## config.mk

```make
export PLATFORM = sky130hd
export DESIGN_NAME = shift_seq_ctrl
export DESIGN_NICKNAME = d
export VERILOG_FILES = /design/src/rtl/shift_seq_ctrl.sv
export SDC_FILE = /design/constraint.sdc
export NUM_CORES = 1
export LEC_CHECK = 0
export ABC_AREA = 1
export BUFFER_PORTS_ARGS = -buffer_cell sky130_fd_sc_hd__buf_4
export CORE_UTILIZATION = 45
export CTS_CLUSTER_DIAMETER = 80
export CTS_CLUSTER_SIZE = 20
export DETAILED_ROUTE_END_ITERATION = 8
export PLACE_DENSITY = 0.67
export RECOVER_POWER = 25
export SYNTH_ARGS = -nofsm -noshare
export SYNTH_HDL_FRONTEND = slang
export SYNTH_SLANG_ARGS = --single-unit
```

## constraint.sdc

```tcl
create_clock -name clk -period 1.2 [get_ports clk]
set_clock_uncertainty 0.1 [all_clocks]
set_input_delay 0.06 -clock clk [delete_from_list [all_inputs] [get_ports clk]]
set_output_delay 0.06 -clock clk [all_outputs]
set_load 0.005 [all_outputs]
```

## src/rtl/shift_seq_ctrl.sv

```systemverilog
`default_nettype none
// +----------------------------------------------------------------------------+
// | shift_seq_ctrl: two-requester round-robin arbiter feeding an MSB-first     |
// | serial shifter. Optional trailing even-parity bit: SHIFT_SEQ_PARITY_EN.    |
// | Revision: 1.0                                                              |
// +----------------------------------------------------------------------------+
module shift_seq_ctrl #(
  parameter int WIDTH = 4
) (
  input  logic             clk,
  input  logic             rst,
  input  logic             req0,
  input  logic [WIDTH-1:0] din0,
  input  logic             req1,
  input  logic [WIDTH-1:0] din1,
  output logic             gnt0,
  output logic             gnt1,
  output logic             sout,
  output logic             sout_valid,
  output logic             owner,
  output logic             busy,
  output logic             done
);

  localparam int             CNT_W    = $clog2(WIDTH) + 1;
  localparam logic [CNT_W-1:0] CNT_LAST = CNT_W'(WIDTH - 1);

  localparam logic [1:0] ST_IDLE  = 2'd0;
  localparam logic [1:0] ST_SHIFT = 2'd1;
  localparam logic [1:0] ST_DONE  = 2'd3;
`ifdef SHIFT_SEQ_PARITY_EN
  localparam logic [1:0] ST_PAR   = 2'd2;
`endif

  logic [1:0]       state_q, state_d;
  logic [WIDTH-1:0] shreg_q, shreg_d;
  logic [CNT_W-1:0] cnt_q, cnt_d;
  logic             last_owner_q, last_owner_d;
  logic             owner_q, owner_d;
  logic             gnt0_q, gnt0_d;
  logic             gnt1_q, gnt1_d;
  logic             sel;
  logic [WIDTH-1:0] sel_word;
`ifdef SHIFT_SEQ_PARITY_EN
  logic             par_q, par_d;
`endif

  always_ff @(posedge clk or posedge rst) begin
    if (rst) begin
      state_q      <= ST_IDLE;
      shreg_q      <= '0;
      cnt_q        <= '0;
      last_owner_q <= 1'b1;
      owner_q      <= 1'b0;
      gnt0_q       <= 1'b0;
      gnt1_q       <= 1'b0;
`ifdef SHIFT_SEQ_PARITY_EN
      par_q        <= 1'b0;
`endif
    end else begin
      state_q      <= state_d;
      shreg_q      <= shreg_d;
      cnt_q        <= cnt_d;
      last_owner_q <= last_owner_d;
      owner_q      <= owner_d;
      gnt0_q       <= gnt0_d;
      gnt1_q       <= gnt1_d;
`ifdef SHIFT_SEQ_PARITY_EN
      par_q        <= par_d;
`endif
    end
  end

  always_comb begin
    state_d      = state_q;
    shreg_d      = shreg_q;
    cnt_d        = cnt_q;
    last_owner_d = last_owner_q;
    owner_d      = owner_q;
    gnt0_d       = 1'b0;
    gnt1_d       = 1'b0;
    // On a tie, the requester that did not win last time is chosen.
    sel          = req1 & (~req0 | ~last_owner_q);
    sel_word     = sel ? din1 : din0;
`ifdef SHIFT_SEQ_PARITY_EN
    par_d        = par_q;
`endif
    case (state_q)
      ST_IDLE: begin
        if (req0 | req1) begin
          shreg_d      = sel_word;
          owner_d      = sel;
          last_owner_d = sel;
          cnt_d        = '0;
          gnt0_d       = ~sel;
          gnt1_d       = sel;
`ifdef SHIFT_SEQ_PARITY_EN
          par_d        = ^sel_word;
`endif
          state_d      = ST_SHIFT;
        end
      end
      ST_SHIFT: begin
        shreg_d = {shreg_q[WIDTH-2:0], 1'b0};
        cnt_d   = cnt_q + CNT_W'(1);
        if (cnt_q == CNT_LAST) begin
`ifdef SHIFT_SEQ_PARITY_EN
          state_d = ST_PAR;
`else
          state_d = ST_DONE;
`endif
        end
      end
`ifdef SHIFT_SEQ_PARITY_EN
      ST_PAR:  state_d = ST_DONE;
`endif
      ST_DONE: state_d = ST_IDLE;
      default: state_d = ST_IDLE;
    endcase
  end

  always_comb begin
    sout       = 1'b0;
    sout_valid = 1'b0;
    case (state_q)
      ST_SHIFT: begin
        sout       = shreg_q[WIDTH-1];
        sout_valid = 1'b1;
      end
`ifdef SHIFT_SEQ_PARITY_EN
      ST_PAR: begin
        sout       = par_q;
        sout_valid = 1'b1;
      end
`endif
      default: ;
    endcase
    busy  = (state_q != ST_IDLE);
    done  = (state_q == ST_DONE);
    gnt0  = gnt0_q;
    gnt1  = gnt1_q;
    owner = owner_q;
  end

endmodule
`default_nettype wire

```

======== Word-level counts from Yosys, hierarchy flattened ========
Cells that the tools add are included.
storage, ports and cells
  register bits after elaboration ......... 13
  input port bits ......................... 12
  output and inout bits ................... 7
  word-level logic and storage cells ...... 39
operators by class
  $add $sub $neg .......................... 1
  eq/ne operators ......................... 5
  mux-type cells .......................... 14
  bitwise gates (word level) .............. 6
  reductions and logical operators ........ 6
operators by type and width
  kind                                                                    count
  4-bit two-way mux                                                       2
  4-bit one-hot mux with 2 select lines                                   1
  1-bit two-way mux                                                       6
  3-bit one-hot mux with 2 select lines                                   1
  2-bit AND reduction                                                     3
  2-bit two-way mux                                                       2
  2-bit != test (second input constant)                                   2
  2-bit one-hot mux with 2 select lines                                   1
  2-bit nonzero test                                                      2
  3-bit by 1-bit adder with 3-bit output (second input constant)          1
  3-bit by 2-bit equality test with 1-bit output (second input constant)  1
  3-bit two-way mux                                                       1
  1-bit inverter                                                          3
  2-bit by 1-bit equality test with 1-bit output (second input constant)  1
  2-bit equality test (second input constant)                             1
  2-bit zero test                                                         1
  1-bit bitwise OR                                                        2
  1-bit AND                                                               1

======== Logic depth before layout (Yosys ltp) ========
Gate-level depths: netlist (run 1).
  depth in word-level cells ............... 6
  depth in mapped cells ................... 7
  mapped depth without buffers ............ 7

======== Least setup slack after synthesis (run 1) ========
No wires, ideal clock.
  path kind ............................... register to register
  start point ............................. register cnt_q[0]
  end point ............................... register cnt_q[2]
  data arrival time ....................... 958 ps
  data required time ...................... 1018 ps
  setup slack ............................. 59 ps
  stages on the path, launching flop included .. 4
  buffers on the path ..................... 0
  path through ............................ dfrtp_1 > ha_1 > ha_1 > o22ai_1
between the ends
  word-level cells in the longest chain between the ends .. 2
RTL lines
  what                                    RTL line  text
  start: declaration                      37        logic [CNT_W-1:0] cnt_q, cnt_d;
  start signal: assignment                63        cnt_q <= cnt_d;
  3-bit by 1-bit adder with 3-bit output  105       cnt_d = cnt_q + CNT_W'(1);
  3-bit one-hot mux with 2 select lines   88        case (state_q)
No other way between the ends.
A chain may end at the register's enable or synchronous reset.

======== Worst setup path in the final report (run 1) ========
  start point ............................. register state_q[1]
  end point ............................... output sout
between the ends
  word-level cells in the longest chain between the ends .. 2
RTL lines
  what                                            RTL line  text
  start: declaration                              35        logic [1:0] state_q, state_d;
  start signal: assignment                        61        state_q <= state_d;
  2-bit by 1-bit equality test with 1-bit output  125       case (state_q)
  1-bit two-way mux                               125
  end: declaration                                18        output logic sout,
No other way between the ends.

==> flow_summary_export.csv, run 1 <==
group,metric,value,unit
setup_path,cp.required,1.04,ns
sta,slew_headroom,0.662,
placed_design,gp_congestion,0.730,
sta,slew_viol_final,0,
setup_path,timing.rr.start,"cnt_q[1]",
yosys,syn-instance-count,81,
hold_path,hold_path_class,"in -> reg",
die,num_rows,13,
clock_network,clkSinkCount,13,
global_routing,grt_pass1_vias,556,
run,maxCapViolations,0,
pwr,power_frac_seq,0.343,
global_routing,grt_usage,0.213,
yosys,syn_area,628,sq um
drt,dr_total_vias,613,
die,die_x,39.4,um
setup_path,startpoint,"state_q[1]",
placed_design,pre_cts_slack,-0.0183,ns
placed_design,portBuffers,18,
yosys,yosys.area_share.simple,0.335,
pwr,power.net_switching,0.778,mW
sta,fin_crit_sh,0.995,
sta,worst_pin_slew,0.506,ns
pwr,power_leakage,0.532,nW
finish,fin_nets,130,
drt,drc,0,
yosys,avgSynthCellArea,7.75,sq um
yosys,synthAdderAreaFrac,0.0398,
finish,antenna_cells,0,
pwr,ir_drop,1.14,mV
drt,postRouteAntennaNets,0,
setup_path,start_kind,"register",
hold_path,worstHoldStart,"din0[0]",
finish,final_cell_mix,"29 x nand2_1, 22 x buf_4, 11 x dfrtp_1",
die,die_area,0.00155,sq mm
sta,fin_ws,0.00639,ns
drt,first_iter_violations,11,
setup_path,crit_arrival,1.03,ns
global_routing,overflow,0,
finish,final_cells,130,
yosys,yosysUniqueCellTypes,14,
yosys,synth-seq-area-share,0.520,
placed_design,dp.cells,114,
pwr,p_per_area,2190,mW/mm^2
sta,setup_tns,0,ns
yosys,synth_top_family_by_area,"simple AND/OR/NAND/NOR gates",
die,core,0.00130,sq mm
pwr,clock_power_share,0.130,
setup_path,end_kind,"output pin",
placed_design,hpwl,1010,um
finish,layout-drive-gt1-share,0.383,
drt,via_per_inst,4.72,
sta,finalSetupViolations,0,
drt,wl_per_cell,11.2,um
pwr,power.share.switching,0.375,
yosys,synth_area_leader_cell,"dfrtp_1",
pwr,p_int,1.29,mW
yosys,netlist.area_leader.share,0.478,
drt,drt-total-wl,1460,um
yosys,muxShareOfSynthArea,0,
global_routing,grt_max_degree,14,
die,die_y,39.4,um
sta,hold_viol,0,
finish,post-route-util,0.728,
yosys,ys_ff_latch,13,
setup_path,cp_max_fo,4,
global_routing,grt_pass1_wl,2180,um
yosys,syn_nets,95,
clock_network,clock-root-buffer,"clkbuf_4",
clock_network,numCtsBuffers,3,
setup_path,critical_path_class,"reg -> out",
drt,first_pass_iters,4,
die,io_pins,19,
yosys,ys.warnings.count,0,
pwr,p_comb_frac,0.527,
clock_network,cts_buffer_depth,2,
clock_network,cts.clk_slew.worst_paths,0.08,ns
finish,final_common_cell,"nand2_1",
sta,rsz0062_at_grt,"true",
yosys,synthXorXnorAreaFrac,0,
global_routing,antenna_found_initial,0,
sta,whs,0.0154,ns
clock_network,cts_max_level,1,
finish,syn_to_final_growth,50.8,%
status,outcome,"complete, no violations",
yosys,synth_area_leaders,"dfrtp_1 48%, nand2_1 19%, nand3_1 4.8%",
sta,max_freq,0.838,GHz
yosys,synth-compound-area-share,0.0339,
die,start_util,0.483,
clock_network,insertion_delay,0.27,ns
clock_network,tritoncts,"done",
sta,fin_crit,1.19,ns
-- registers in the layout, summed over array words and instances (netlist names) --
name and cells:
last_owner_q 1, shreg_q 4, gnt1 1, cnt_q 3
owner 1, state_q 2, gnt0 1
-- final cells by class --
type / instances / area (sq um)
fill: 112 / 354
inverter: 12 / 47.5
clock buffer: 4 / 26.3
timing repair buffer: 30 / 245
tap: 15 / 18.8
sequential: 13 / 328
multi-input combinational: 56 / 282
-- repair_timing --
item / CTS / global route
endpoints found under the hold margin: 16 / 0
buffers inserted: 4 / 3
hold buffers: 5 / 0
resized for setup: 1 / 11
gates cloned: 0 / 0
setup endpoints to repair: 5 / 12
pin swaps: 1 / 4
-- layer usage --
| metal | vias to the layer above | wire [um] | share of wire | GRT usage |
|---|---|---|---|---|
| met5 | - | 0 | 0 | 0 |
| met4 | 0 | 26 | 0.018 | 0.129 |
| met3 | 4 | 50 | 0.034 | 0.0341 |
| met2 | 15 | 741 | 0.51 | 0.350 |
| met1 | 282 | 638 | 0.44 | 0.257 |
| li1 | 312 | - | - | - |
-- cell usage after synthesis --
| library cell | n |
|---|---|
| dfstp_2 | 1 |
| nand2_4 | 1 |
| nand2_2 | 2 |
| inv_2 | 4 |
| nor2_1 | 8 |
| dfrtp_1 | 12 |
| nand2_1 | 32 |
| nor2_2 | 1 |
| o21ai_1 | 1 |
| inv_1 | 8 |
| nand3_1 | 6 |
| o21ai_0 | 2 |
| ha_1 | 2 |
| o22ai_1 | 1 |
-- worst max-delay path: stages (launching register included) --
cell and delay, ns:
dfrtp_1 0.40, inv_2 0.10, nand2_4 0.08, nor2_2 0.08, buf_4 0.10
-- cells by family after synthesis --
group                    count (synthesis)
flip-flops                              13
buffers and inverters                   12
AND/OR/NAND/NOR                         50
adder cells (fa/ha/maj)                  2
AO/OA/AOI/OAI                            4
-- power groups by stage --
stage	Sequential, mW	Combinational (mW)	Clock, mW
2_1_floorplan	0.697	0.514	0
3_3_place_gp	0.711	0.757	0
3_5_place_dp	0.720	0.782	0
4_1_cts	0.700	0.919	0.275
5_1_grt	0.727	1.21	0.290
6_report	0.710	1.09	0.269
-- path summary, 6_finish.rpt --
check / to / slack [ns] / depth (start not counted)
max in group asynchronous: state_q[0] / 0.37 / 3
setup / recovery: sout / 0.006 / 4
hold / removal: shreg_q[0] / 0.02 / 5
min in group asynchronous: cnt_q[0] / 0.27 / 3
setup reg to reg: cnt_q[2] / 0.02 / 3
hold reg to reg: last_owner_q / 0.38 / 2
-- stage by stage --
stage               instance area [sq um]  total power, mW
finish                                947             2.07
global route                          947             2.23
CTS                                   891             1.89
detailed placement                    782             1.50
global placement                      782             1.47
floorplan                             628             1.21
Note: power is estimated with default switching activity, not from simulation.
==> inputs of run 2 (changes only) <==
CORE_UTILIZATION = 35   (was 45)
PLACE_DENSITY = 0.54   (was 0.67)
==> run 2 against run 1 <==
- clock power increased by 2%
- combinational power fell by 9%
- sequential power is 0.6% higher
- core utilization shrank 14 points
- register-to-register slack better by 0.03 ns
- clock-buffer cell count unchanged
- maximum frequency is 0.60% higher
- via count is 1.1% higher
- worst hold slack lost 0.0057 ns
==> flow_summary_export.csv, run 2 (synthesis gave the netlist of run 1 again) <==
group,metric,value,unit
finish,antenna_cells,0,
die,die_x,44.4,um
setup_path,critical_path_class,"reg -> out",
setup_path,crit_chain,"inv_2 -> nand2_4 -> nor2_1 -> buf_4",
finish,final_cell_mix,"29 x nand2_1, 23 x buf_4, 11 x dfrtp_1",
setup_path,crit_arrival,1.03,ns
sta,slew_headroom,0.676,
die,die_area,0.00197,sq mm
setup_path,r2r_cells,3,
finish,final_common_cell,"nand2_1",
global_routing,grt_max_degree,14,
sta,worst_pin_slew,0.485,ns
global_routing,grt_pass1_wl,2340,um
finish,top_regs,"shreg_q (4), cnt_q (3), state_q (2)",
die,core,0.00159,sq mm
drt,first_pass_iters,4,
drt,drt-total-wl,1450,um
sta,hold_viol,0,
finish,final_cells,138,
clock_network,cts_max_level,1,
sta,fin_crit_sh,0.989,
hold_path,worstHoldStart,"din0[0]",
drt,wl_per_cell,10.5,um
clock_network,clock-root-buffer,"clkbuf_4",
drt,drc,0,
drt,first_iter_violations,6,
placed_design,dp.cells,123,
status,outcome,"complete, no violations",
finish,layout-drive-gt1-share,0.368,
finish,largest_register,"shreg_q",
pwr,power,1.98,mW
clock_network,insertion_delay,0.28,ns
sta,fin_crit,1.19,ns
hold_path,hold_path_class,"in -> reg",
placed_design,gp_congestion,0.853,
setup_path,endpoint,"sout",
clock_network,tritoncts,"done",
finish,largest_register_ffs,4,
sta,max_freq,0.843,GHz
finish,syn_to_final_growth,49.4,%
setup_path,max_stage_delay,0.39,ns
setup_path,slowest_stage,"dfrtp_1",
clock_network,cts.clk_slew.worst_paths,0.08,ns
clock_network,cts_buffer_depth,2,
clock_network,clkSinkCount,13,
placed_design,portBuffers,18,
global_routing,grt_usage,0.170,
drt,dr_total_vias,620,
clock_network,numCtsBuffers,3,
run,maxCapViolations,0,
setup_path,r2r_slack,0.05,ns
sta,slew_viol_final,0,
setup_path,cp_max_fo,4,
global_routing,overflow,0,
die,die_y,44.4,um
pwr,ir_drop,1.17,mV
setup_path,cp.required,1.04,ns
global_routing,grt_pass1_vias,556,
setup_path,start_kind,"register",
drt,postRouteAntennaNets,0,
setup_path,timing.rr.start,"cnt_q[0]",
die,start_util,0.394,
sta,finalSetupViolations,0,
global_routing,antenna_found_initial,0,
drt,via_per_inst,4.49,
die,num_rows,14,
finish,fin_nets,129,
setup_path,worstReg2RegEnd,"cnt_q[2]",
placed_design,hpwl,1000,um
setup_path,startpoint,"state_q[1]",
pwr,p_per_area,2110,mW/mm^2
sta,rsz0062_at_grt,"true",
finish,post-route-util,0.589,
die,io_pins,19,
pwr,power_leakage,0.527,nW
setup_path,end_kind,"output pin",
==> run 2: cell count changes in the layout (fill, tap and decap cells not counted), sizes merged <==
cell and delta:
buf -1
==> run 2: layout make-up <==
cell class | instances | area (sq um)
inverter | 12 | 45.0
sequential | 13 | 328
clock buffer | 4 | 26.3
tap | 24 | 30.0
fill | 142 | 656
multi-input combinational | 56 | 279
timing repair buffer | 29 | 230
==> run 2: metrics by stage <==
stage / TNS, ns / worst slack [ns] / hold slack, ns / cell area, sq um
after floorplan: 0 / 0.0593 / -0.164 / 628
after global placement: 0 / 0.0161 / 0.0189 / 793
after detailed placement: -0.0671 / -0.0396 / 0.0217 / 793
after CTS: -0.00374 / -0.00374 / 0.0161 / 913
after global routing: -0.0897 / -0.0390 / 0.0186 / 938
final: 0 / 0.0135 / 0.00972 / 938
==> run 2: report_power, final <==
part / leakage, nW / switching (mW) / internal (mW)
Sequential: 0.163 / 0.101 / 0.613
Clock: 0.0150 / 0.146 / 0.129
Combinational: 0.350 / 0.502 / 0.487
Total: 0.527 / 0.749 / 1.23
==> run 2: layer usage <==
layer | vias to the layer above | part of all wire | GRT usage
li1 | 314 | - | -
met1 | 292 | 0.47 | 0.225
met2 | 10 | 0.47 | 0.256
met3 | 4 | 0.034 | 0.0286
met4 | 0 | 0.021 | 0.109
met5 | - | 0 | 0
==> run 2: what timing repair did <==
action                     in CTS  in global routing
cloned                          0                  0
setup buffers                   5                  1
setup endpoints to repair       9                 11
pin swaps                       2                  2
hold endpoints to repair       16                  0
hold buffers                    5                  0
gates resized for setup         3                  6
==> run 2: how the worst min path moves through the flow <==
stage                      end  slack (ns)  cells past startpoint
global route        shreg_q[3]        0.02                      5
detailed placement    cnt_q[0]        0.02                      2
global placement      cnt_q[1]        0.02                      2
floorplan             cnt_q[0]       -0.16                      1
finish              shreg_q[0]        0.01                      5
CTS                 shreg_q[0]        0.02                      5
==> run 2: critical path: cells and delay by family (launching register included) <==
kind | cells | cell delay [ns]
DFF | 1 | 0.39
buffers and inverters | 2 | 0.21
and+or+nand+nor | 2 | 0.15
==> inputs of run 3 (changes only) <==
--- a/config.mk
+++ b/config.mk
@@ -13,4 +13,6 @@
 export DETAILED_ROUTE_END_ITERATION = 8
+export GPL_ROUTABILITY_DRIVEN = 0
 export PLACE_DENSITY = 0.54
 export RECOVER_POWER = 25
+export SETUP_SLACK_MARGIN = 0.02
 export SYNTH_ARGS = -nofsm -noshare
==> constraint.sdc (replaced) <==
create_clock -name clk -period 1.2 [get_ports clk]
set_clock_uncertainty 0.1 [all_clocks]
set_input_delay 0.24 -clock clk [delete_from_list [all_inputs] [get_ports clk]]
set_output_delay 0.24 -clock clk [all_outputs]
set_load 0.005 [all_outputs]
==> run 3 against run 2 <==
- the run now ends with negative setup slack left
- setup slack got worse by 0.20 ns
- cell count did not move
- sequential power barely moved
- via count fell by 1.6%
- clock power fell by 7.3%
==> flow_summary_export.csv, run 3 (synthesis gave the netlist of run 1 again) <==
group,metric,value,unit
clock_network,numCtsBuffers,3,
placed_design,portBuffers,18,
clock_network,cts_max_level,1,
pwr,power_leakage,0.547,nW
sta,whs,0.150,ns
run,maxCapViolations,0,
drt,drc,0,
sta,slew_headroom,0.729,
clock_network,cts_buffer_depth,2,
setup_path,critical_path_class,"reg -> out",
status,outcome,"complete, but fails checks",
setup_path,crit_arrival,1.04,ns
die,die_x,44.4,um
drt,first_iter_violations,7,
pwr,p_per_area,2180,mW/mm^2
setup_path,slowest_stage,"dfrtp_1",
die,num_rows,14,
global_routing,overflow,0,
setup_path,end_kind,"output pin",
sta,max_freq,0.724,GHz
sta,slew_viol_final,0,
setup_path,critical_path.n_buffers_inverters,3,
global_routing,grt_pass1_vias,590,
clock_network,insertion_delay,0.27,ns
clock_network,clock-root-buffer,"clkbuf_4",
finish,final_cells,138,
finish,syn_to_final_growth,58.6,%
setup_path,cp_max_fo,3,
sta,fin_crit,1.38,ns
die,io_pins,19,
die,core,0.00159,sq mm
die,die_area,0.00197,sq mm
die,die_y,44.4,um
global_routing,grt_max_degree,14,
finish,final_common_cell,"nand2_1",
status,violations,"negative setup slack",
global_routing,grt_pass1_wl,2420,um
pwr,ir_drop,1.20,mV
global_routing,antenna_found_initial,0,
setup_path,crit_family,"flip-flops",
finish,largest_register,"shreg_q",
hold_path,hold_path_class,"in -> reg",
placed_design,dp.cells,126,
finish,largest_register_ffs,4,
finish,antenna_cells,0,
clock_network,clkSinkCount,13,
drt,drt-total-wl,1410,um
clock_network,tritoncts,"done",
sta,worst_pin_slew,0.405,ns
die,start_util,0.394,
global_routing,grt_usage,0.171,
finish,layout-drive-gt1-share,0.456,
sta,fin_ws,-0.182,ns
drt,first_pass_iters,4,
finish,fin_nets,129,
drt,via_per_inst,4.42,
setup_path,start_kind,"register",
sta,rsz0062_at_grt,"true",
finish,n_fill_cell,140,
sta,fin_crit_sh,1.15,
setup_path,cp.required,0.86,ns
finish,top_regs,"shreg_q (4), cnt_q (3), state_q (2)",
placed_design,hpwl,1030,um
setup_path,max_stage_delay,0.40,ns
sta,hold_viol,0,
drt,dr_total_vias,610,
setup_path,crit_chain,"buf_4 -> nand2_1 -> inv_1 -> buf_4",
setup_path,crit_top_cell,"buf_4",
drt,postRouteAntennaNets,0,
finish,final_cell_mix,"25 x nand2_1, 22 x buf_4, 12 x dfrtp_1",
sta,finalSetupViolations,11,
drt,wl_per_cell,10.2,um
clock_network,cts.clk_slew.worst_paths,0.07,ns
[run 3: cell count changes in the layout (fill, tap and decap cells not counted), sizes merged]
cell         previous run  this run
dlygate4sd3             5         1
clkbuf                  5         6
buf                    23        26
[run 3: worst paths after layout]
path	start	to	slack [ns]	depth (start not counted)
max reg2reg	state_q[1]	shreg_q[2]	-0.05	9
min	din1[0]	shreg_q[0]	0.15	3
min in group asynchronous	rst	cnt_q[0]	0.46	4
max in group asynchronous	rst	last_owner_q	0.25	4
min reg2reg	last_owner_q	last_owner_q	0.38	2
max	state_q[1]	done	-0.18	4
[run 3: layout make-up]
cell class              instances  area, sq um  share of cell area
inverters                      12         47.5              0.0477
clock buffers                   4         26.3              0.0264
flip-flops and latches         13          327               0.328
multi-input cells              56          324               0.325
repair buffers                 29          241               0.242
well taps                      24         30.0              0.0302
[run 3: power by group]
| group | internal, mW | total, mW | switching, mW |
|---|---|---|---|
| clock | 0.129 | 0.255 | 0.127 |
| combinational | 0.613 | 1.20 | 0.589 |
| sequential | 0.612 | 0.716 | 0.104 |
| total | 1.35 | 2.17 | 0.819 |
[run 3: worst min-delay path, delay by kind of cell]
family                 cells  cell delay [ns]
AO/OA/AOI/OAI              1             0.13
buffers and inverters      1             0.08
AND/OR/NAND/NOR            1             0.04
[run 3: through the flow]
| step | setup slack, ns | instance area (sq um) | utilization | TNS, ns | power [mW] |
|---|---|---|---|---|---|
| finish | -0.182 | 996 | 0.625 | -0.954 | 2.17 |
| global route | -0.219 | 996 | 0.625 | -1.52 | 2.36 |
| CTS | -0.199 | 937 | 0.588 | -0.857 | 2.02 |
| detailed placement | -0.0788 | 816 | 0.512 | -0.208 | 1.52 |
| global placement | -0.0995 | 816 | 0.512 | -0.343 | 1.52 |
| floorplan | 0.0593 | 628 | - | 0 | 1.21 |
[run 3: what timing repair did]
item	in CTS	in global routing
resized for setup	9	16
endpoints found under the hold margin	12	0
setup buffers	6	1
pin swaps	3	2
hold buffers	1	0
gates cloned	0	0
setup endpoints to repair	13	15
[run 3: routing by layer]
layer / vias up / global-route usage / share of wire
met1: 280 / 0.214 / 0.46
met2: 10 / 0.285 / 0.49
met4: 0 / 0.0364 / 0.0078
met5: - / 0 / 0
li1: 318 / - / -
met3: 2 / 0.0612 / 0.040
